## src/rtl/uart_pkg.sv

```systemverilog
// Shared UART definitions: receiver state encoding, frame width
// and the baud divisor helper used by both uart_rx and uart_tx.
package uart_pkg;

    localparam int UART_DATA_BITS = 8;

    typedef enum logic [1:0] {
        RX_IDLE,
        RX_START,
        RX_DATA,
        RX_STOP
    } uart_rx_state_t;

    function automatic int clks_per_bit(input int clk_freq, input int baud);
        return clk_freq / baud;
    endfunction

endpackage

```

## src/rtl/uart_sync2.sv

```systemverilog
// Two-flop synchronizer for an asynchronous, idle-high input.
// Both flops reset to 1 so reset never looks like a start bit.
module uart_sync2 (
    input  logic clk,
    input  logic rst,
    input  logic d_i,
    output logic q_o
);

    logic meta_q;
    logic sync_q;

    always_ff @(posedge clk) begin
        if (rst) begin
            meta_q <= 1'b1;
            sync_q <= 1'b1;
        end else begin
            meta_q <= d_i;
            sync_q <= meta_q;
        end
    end

    assign q_o = sync_q;

endmodule

```

## src/rtl/uart_rx.sv

```systemverilog
// 8N1 UART receiver with mid-bit sampling and a single-entry
// valid/ready output buffer that reports overrun and framing errors.
module uart_rx
    import uart_pkg::*;
#(
    parameter int CLK_FREQ = 50250000,
    parameter int BAUD     = 115200
) (
    input  logic                      clk,
    input  logic                      rst,
    input  logic                      rx,
    output logic [UART_DATA_BITS-1:0] data_o,
    output logic                      data_val_o,
    input  logic                      data_rdy_i,
    output logic                      frame_err_o,
    output logic                      overrun_o
);

    localparam int CPB = clks_per_bit(CLK_FREQ, BAUD);
    localparam int CW  = $clog2(CPB);

    localparam logic [CW-1:0] CNT_FULL = CW'(CPB - 1);
    localparam logic [CW-1:0] CNT_HALF = CW'(CPB / 2 - 1);

    logic                      rx_s;
    logic                      prev_q;
    uart_rx_state_t            state_q;
    logic [CW-1:0]             cnt_q;
    logic [2:0]                bit_idx_q;
    logic [UART_DATA_BITS-1:0] shift_q;
    logic                      done_q;

    uart_sync2 u_sync (
        .clk (clk),
        .rst (rst),
        .d_i (rx),
        .q_o (rx_s)
    );

    // Frame FSM; done_q hands a good byte to the buffer one cycle later.
    always_ff @(posedge clk) begin
        if (rst) begin
            state_q     <= RX_IDLE;
            prev_q      <= 1'b1;
            cnt_q       <= '0;
            bit_idx_q   <= '0;
            shift_q     <= '0;
            done_q      <= 1'b0;
            frame_err_o <= 1'b0;
        end else begin
            prev_q      <= rx_s;
            done_q      <= 1'b0;
            frame_err_o <= 1'b0;
            unique case (state_q)
                RX_IDLE: begin
                    if (prev_q && !rx_s) begin
                        state_q <= RX_START;
                        cnt_q   <= '0;
                    end
                end
                RX_START: begin
                    if (cnt_q == CNT_HALF) begin
                        cnt_q     <= '0;
                        bit_idx_q <= '0;
                        state_q   <= rx_s ? RX_IDLE : RX_DATA;
                    end else begin
                        cnt_q <= cnt_q + 1'b1;
                    end
                end
                RX_DATA: begin
                    if (cnt_q == CNT_FULL) begin
                        cnt_q              <= '0;
                        shift_q[bit_idx_q] <= rx_s;
                        if (bit_idx_q == 3'd7) begin
                            state_q <= RX_STOP;
                        end else begin
                            bit_idx_q <= bit_idx_q + 1'b1;
                        end
                    end else begin
                        cnt_q <= cnt_q + 1'b1;
                    end
                end
                RX_STOP: begin
                    if (cnt_q == CNT_FULL) begin
                        cnt_q   <= '0;
                        state_q <= RX_IDLE;
                        if (rx_s) begin
                            done_q <= 1'b1;
                        end else begin
                            frame_err_o <= 1'b1;
                        end
                    end else begin
                        cnt_q <= cnt_q + 1'b1;
                    end
                end
                default: state_q <= RX_IDLE;
            endcase
        end
    end

    // A full buffer being drained this cycle can be refilled without a bubble.
    always_ff @(posedge clk) begin
        if (rst) begin
            data_o     <= '0;
            data_val_o <= 1'b0;
            overrun_o  <= 1'b0;
        end else begin
            overrun_o <= 1'b0;
            if (done_q) begin
                if (!data_val_o || data_rdy_i) begin
                    data_o     <= shift_q;
                    data_val_o <= 1'b1;
                end else begin
                    overrun_o <= 1'b1;
                end
            end else if (data_val_o && data_rdy_i) begin
                data_val_o <= 1'b0;
            end
        end
    end

endmodule
```

## config.mk

```make
export PLATFORM = sky130hd
export DESIGN_NAME = uart_rx
export DESIGN_NICKNAME = d
export VERILOG_FILES = /design/src/rtl/uart_pkg.sv /design/src/rtl/uart_sync2.sv /design/src/rtl/uart_rx.sv
export SDC_FILE = /design/constraint.sdc
export NUM_CORES = 1
export LEC_CHECK = 0
export CORE_MARGIN = 4
export CORE_UTILIZATION = 35
export CTS_BUF_LIST = sky130_fd_sc_hd__clkbuf_8
export CTS_CLUSTER_SIZE = 14
export DETAILED_ROUTE_END_ITERATION = 6
export GPL_TIMING_DRIVEN = 0
export MAX_ROUTING_LAYER = met4
export PLACE_DENSITY = 0.56
export SETUP_SLACK_MARGIN = 0.2
export SLEW_MARGIN = 20
export SYNTH_ARGS = -nofsm -noshare
export SYNTH_HDL_FRONTEND = slang
export SYNTH_SLANG_ARGS = --single-unit
```

## constraint.sdc

```tcl
create_clock -name clk -period 2.18 [get_ports clk]
set_input_delay 0.327 -clock clk [delete_from_list [all_inputs] [get_ports clk]]
set_output_delay 0.327 -clock clk [all_outputs]
set_load 0.005 [all_outputs]
```

==> out/results.tsv <==
metric	value	unit
Via density	5.03	
Detail Route Antenna Nets	0	
post-synthesis adder-cell area fraction	0.0282	
largest family of logic cells by synthesized area	simple AND/OR/NAND/NOR gates	
register area share after synthesis	0.418	
largest net degree at the start of global routing	12	
Fmax	0.547	GHz
Setup TNS	0	ps
Reg2Reg Depth	5	
post-synth cell types	46	
total wire length	3.61	mm
PortBufs	14	
Critical Path Start	cnt_q[0]$_SDFFE_PP0P_	
# clock sinks	37	
CP arrival	1980	ps
gr usage total	0.131	
routed via count	1440	
count of final setup violators	0	
MaxCap Viol Count	0	
DRC	0	
Synth top area share	0.418	
fin. max-slew vios	0	
final net count	226	
Die W	79.2	um
final hold vios	0	
biggest area consumer among synthesized cells	dfxtp_1	
I/O Pins	15	
fin crit share	0.838	
synthesized net count	205	
std cell rows	25	
Final Critical Period	1830	ps
post-synthesis mux area share	0.0903	
post-layout power	1.23	mW
First-pass DRT Iterations	6	
YS warnings	0	
Die Y-Extent	79.2	um
die area	6270	sq um
R2R Path End	bit_idx_q[1]$_SDFFE_PP0P_	
vias in the first global route	1356	
slew margin rel.	0.572	
#FFs+latches synth	37	
outcome	complete, no violations	
Finished Layout Cells	286	
Pleak	0.810	nW
Startpoint Class	flip-flop	
CP max FO	5	
clk_lat worst skew	290	ps
drt wl/cell	12.6	um
Worst-Margin Slew	643	ps
# fillers	508	
unrepaired setup endpoints after global routing	true	
Inst Count DP	278	
H-tree Lvls	2	
Synth Area in Compound Gates	0.135	
Clock transition at path regs	70	ps
grt ovf	0	
worst setup path end	bit_idx_q[1]$_SDFFE_PP0P_	
average size of a mapped cell	9.00	sq um
CTS tree	yes	
class of the most critical setup path	reg2reg	
first-pass GRT wire length	6.32	mm
clock root buffer	clkbuf_8	
Worst Min Path Start	u_sync.meta_q$_SDFF_PP1_	
CTS buffer count	5	
Worst EP required	2330	ps
Starting Density	0.368	
Area Growth Syn to Fin	17.9	%
R2R Setup Slk	350	ps
DRC marker count from the first detailed-route iteration	57	
simple-gate portion of the synthesized area	0.287	
Gate Count Post-Synth	197	
Hold WC Path Type	reg2reg	
antenna violations before repair	0	
worst r2r src	cnt_q[0]$_SDFFE_PP0P_	
critical path endpoint category	flip-flop	
Synth Area in XOR/XNOR	0	
synthesized area	1770	sq um
global placer's final weighted congestion	0.751	
DP HPWL	2.55	mm
VDD IR max	0.198	mV
pwr dens	591	nW/um^2
hold_buf cts	0	
clk_skew	10.7	ps
share of post-route cells with drive strength above 1	0.105	
top post-synthesis cells by area	dfxtp_1 42%, mux2i_1 9.0%, nand2b_1 4.6%	
Core Area	4820	sq um
post-layout util	0.434	
number of diodes	0	
CTS max path bufs	2	
-- synthesized netlist by cell type, drive strengths merged --
cell type / instances
a211oi: 1
a21oi: 14
a22o: 1
a2bb2oi: 1
a311oi: 1
a31oi: 3
a32o: 1
and2: 1
and4: 1
and4b: 1
and4bb: 1
buf: 5
clkbuf: 5
dfxtp: 37
ha: 4
inv: 7
mux2i: 16
nand2: 14
nand2b: 13
nand3: 12
nand4: 4
nand4b: 1
nand4bb: 1
nor2: 13
nor2b: 2
nor3: 5
nor3b: 2
nor4: 6
nor4b: 2
o2111a: 1
o21a: 2
o21ai: 4
o21bai: 1
o22ai: 4
o31a: 2
or2: 4
or3: 1
or4: 1
or4b: 2
-- cell usage in the layout, fill, tap and decap left out, types with 3 or more instances in the layout --
cell type,count
dfxtp_1,37
mux2i_1,16
nand2_1,14
clkdlybuf4s50_1,14
nand2b_1,13
a21oi_1,13
nor2_1,12
nand3_1,12
inv_1,8
nor3_1,5
clkbuf_1,5
nor4_1,5
clkbuf_8,5
nand4_1,4
o22ai_1,4
ha_1,4
a31oi_1,3
or2_2,3
-- sequential cells by signal, indices dropped and copies added, names as in the netlist, named ones only --
| register | count |
|---|---|
| frame_err_o | 1 |
| data_o | 8 |
| bit_idx_q | 3 |
| data_val_o | 1 |
| u_sync.meta_q | 1 |
| shift_q | 8 |
| u_sync.q_o | 1 |
| overrun_o | 1 |
| done_q | 1 |
| state_q | 1 |
| cnt_q | 9 |
| prev_q | 1 |
-- stage by stage --
stage | hold slack (ps) | instance area [sq um] | setup WS [ps]
floorplan | 389 | 1770 | 518
global placement | 413 | 2000 | 256
detailed placement | 407 | 2000 | 243
CTS | 429 | 2080 | 298
global route | 441 | 2090 | 181
finish | 427 | 2090 | 353
-- layout make-up --
cell class	count	area, sq um	area share
Clock inverter	3	13.8	0.00659
Tap cell	67	83.8	0.0401
Inverter	7	26.3	0.0126
Timing Repair Buffer	14	140	0.0671
Clock buffer	5	68.8	0.0329
Sequential cell	37	741	0.354
Buffer	10	47.5	0.0228
Multi-Input combinational cell	143	968	0.463
-- logic make-up after synthesis --
| kind of cell | after synthesis |
|---|---|
| AO/OA/AOI/OAI | 36 |
| adder cells (fa/ha/maj) | 4 |
| buffers and inverters | 17 |
| flip-flops | 37 |
| multiplexers | 16 |
| AND/OR/NAND/NOR | 87 |
-- timing repair --
| action | CTS | global route |
|---|---|---|
| buffers inserted | 0 | 0 |
| gates resized for setup | 0 | 3 |
| endpoints found under the setup margin | 0 | 11 |
-- per-layer routing --
metal / share of wire / vias up / global-route usage
li1: - / 756 / -
met1: 0.52 / 661 / 0.165
met2: 0.43 / 16 / 0.194
met3: 0.032 / 7 / 0.0351
met4: 0.019 / 0 / 0.0619
met5: 0 / - / -
-- critical path, cell delays in order (launching register included) --
cell and delay, ps:
dfxtp_1 410, ha_1 260, nand4b_1 250, or4_1 590
nand3_1 110, a21oi_1 70
-- how the worst min path moves through the flow --
| stage | endpoint | slack (ps) | depth (start not counted) |
|---|---|---|---|
| 2_1_floorplan | u_sync.q_o$_SDFF_PP1_ | 390 | 1 |
| 3_3_place_gp | u_sync.q_o$_SDFF_PP1_ | 410 | 1 |
| 3_5_place_dp | u_sync.q_o$_SDFF_PP1_ | 410 | 1 |
| 4_1_cts | u_sync.q_o$_SDFF_PP1_ | 430 | 1 |
| 5_1_grt | u_sync.q_o$_SDFF_PP1_ | 440 | 1 |
| 6_report | u_sync.q_o$_SDFF_PP1_ | 430 | 1 |
-- power by group --
| part | switching, mW | total, mW | internal [mW] |
|---|---|---|---|
| combinational | 0.0468 | 0.0802 | 0.0333 |
| sequential | 0.00887 | 0.692 | 0.683 |
| clock | 0.245 | 0.462 | 0.217 |
| total | 0.301 | 1.23 | 0.934 |
Power figures use the tool's default switching activity.
==> RTL change (same flow settings) <==
Re-encode `uart_rx_state_t` (4 states) as one-hot, 4 bits wide.
--- a/src/rtl/uart_pkg.sv
+++ b/src/rtl/uart_pkg.sv
@@ -4,11 +4,11 @@
 
     localparam int UART_DATA_BITS = 8;
 
-    typedef enum logic [1:0] {
-        RX_IDLE,
-        RX_START,
-        RX_DATA,
-        RX_STOP
+    typedef enum logic [3:0] {
+        RX_IDLE  = 4'b0001,
+        RX_START = 4'b0010,
+        RX_DATA  = 4'b0100,
+        RX_STOP  = 4'b1000
     } uart_rx_state_t;
 
     function automatic int clks_per_bit(input int clk_freq, input int baud);
Formal check against the unedited RTL: same outputs for any inputs over 10 cycles, from zero or initial values and one cycle with rst high; not proved beyond that.
==> RTL change against the unedited design <==
Sequential share of layout area decreased by 0.81 points. Clock skew decreased by 0.0051 ns. Wire length increased by 8.7%. Sequential cell count increased by 2. Worst setup slack got worse by 0.066 ns. Area after synthesis increased by 8.0%. Final area increased by 8.2%. Critical endpoint is now state_q[2]$_SDFFE_PP0P_. Largest cell class unchanged.
Power is not compared: it rests on default switching activity, and its combinational part moved more than twofold at a synthesized area within 25%.
==> RTL change: results <==
export IMPL_tightest_slew_ns=0.568
export IMPL_path_max_fanout=10
export IMPL_vias_per_cell=5.05
export IMPL_p_clk_frac=0.329
export IMPL_hold_path_cell_count=1
export IMPL_cts_root_buf="clkbuf_8"
export IMPL_final_nets=234
export IMPL_status="complete, no violations"
export IMPL_io_buffers=14
export IMPL_grt_pass1_wl_microns=6690
export IMPL_place_detailed_hpwl_microns=2810
export IMPL_p_leak_nw=0.849
export IMPL_drive_above_1_share=0.159
export IMPL_totalWireLength_microns=3920
export IMPL_placed_cell_area_sq_mm=0.00214
export IMPL_grt_pass1_vias=1397
export IMPL_grtUsageMet3=0.0373
export IMPL_clk_pin_slew_ns=0.08
export IMPL_dr_wl_met3_microns=112
export IMPL_met2_length_microns=1700
export IMPL_htree_levels=2
export IMPL_cp_top_family="simple AND/OR/NAND/NOR gates"
export IMPL_ff2ff_setup_slack_ns=0.29
export IMPL_synth_top_cells_by_area="dfxtp_1, mux2i_1, nor2_1"
export IMPL_met2_usage=0.191
export IMPL_finalWeightedCongestion=0.835
export IMPL_yosysSeqAreaShare=0.408
export IMPL_cts_buffers=5
export IMPL_synth_common_cells="dfxtp_1, nor2_1, mux2i_1, nand2_1, o21ai_0"
export IMPL_p_seq_frac=0.516
export IMPL_use_met1=0.180
export IMPL_synth_fp_nets=212
export IMPL_startpoint="state_q[1]$_SDFFE_PP0P_"
export IMPL_holdWs_ns=0.416
export IMPL_setup_viol=0
export IMPL_reg_largest_list="cnt_q x9, data_o x8, shift_q x8"
export IMPL_antenna_found_initial=0
export IMPL_slowest_stage="or4b_4"
export IMPL_slowest_delay_ns=0.50
export IMPL_drt_initial_drc_count=56
export IMPL_dr_pass1_iters=4
export IMPL_ys_types=53
export IMPL_hp_start="u_sync.meta_q$_SDFF_PP1_"
export IMPL_wl_met1_microns=2040
export IMPL_grt_usage=0.134
export IMPL_grt_max_degree=13
export IMPL_top_layer="met4"
export IMPL_clock_skew_final_ns=0.00558
export IMPL_diodes=0
-- RTL change: changes by cell type after synthesis, sizes merged, moves of 5 or more --
| cell | before | now |
|---|---|---|
| a21oi | 14 | 8 |
| nand2b | 13 | 3 |
| nand3 | 12 | 5 |
| nor2 | 13 | 26 |
| nor4 | 6 | 1 |
| o21ai | 4 | 10 |
-- RTL change: metrics by stage --
step	std cells	util	worst slack, ns	total power, mW
finish	297	0.434	0.287	1.43
global route	297	0.434	0.204	1.50
CTS	296	0.429	0.254	1.44
detailed placement	288	0.412	0.183	0.966
global placement	288	0.412	0.172	0.965
floorplan	204	-	0.419	0.917
-- RTL change: timing repair --
action | CTS | global route
pin swaps | 0 | 1
buffers inserted | 0 | 1
resized for setup | 2 | 4
setup endpoints to repair | 1 | 7
-- RTL change: final cells by class --
class	instances	area, sq um
Tap cell	70	87.6
Buffer	11	75.1
Inverter	7	26.3
Multi-Input combinational cell	147	1060
Timing Repair Buffer	15	148
Clock inverter	3	16.3
Fill cell	525	2940
Sequential cell	39	783
Clock buffer	5	68.8
-- RTL change: path summary, 6_finish.rpt --
| path | to |
|---|---|
| worst max-delay path | state_q[2]$_SDFFE_PP0P_ |
| worst min-delay path | u_sync.q_o$_SDFF_PP1_ |
| worst max register to register | state_q[2]$_SDFFE_PP0P_ |
| worst min register to register | u_sync.q_o$_SDFF_PP1_ |
-- RTL change: cell families after synthesis --
| family | after synthesis | synth area share |
|---|---|---|
| AO/OA/AOI/OAI | 39 | 0.148 |
| XOR/XNOR | 2 | 0.00915 |
| adder cells (fa/ha/maj) | 4 | 0.0261 |
| buffers and inverters | 18 | 0.0529 |
| flip-flops | 39 | 0.408 |
| multiplexers | 16 | 0.0843 |
| AND/OR/NAND/NOR | 86 | 0.271 |
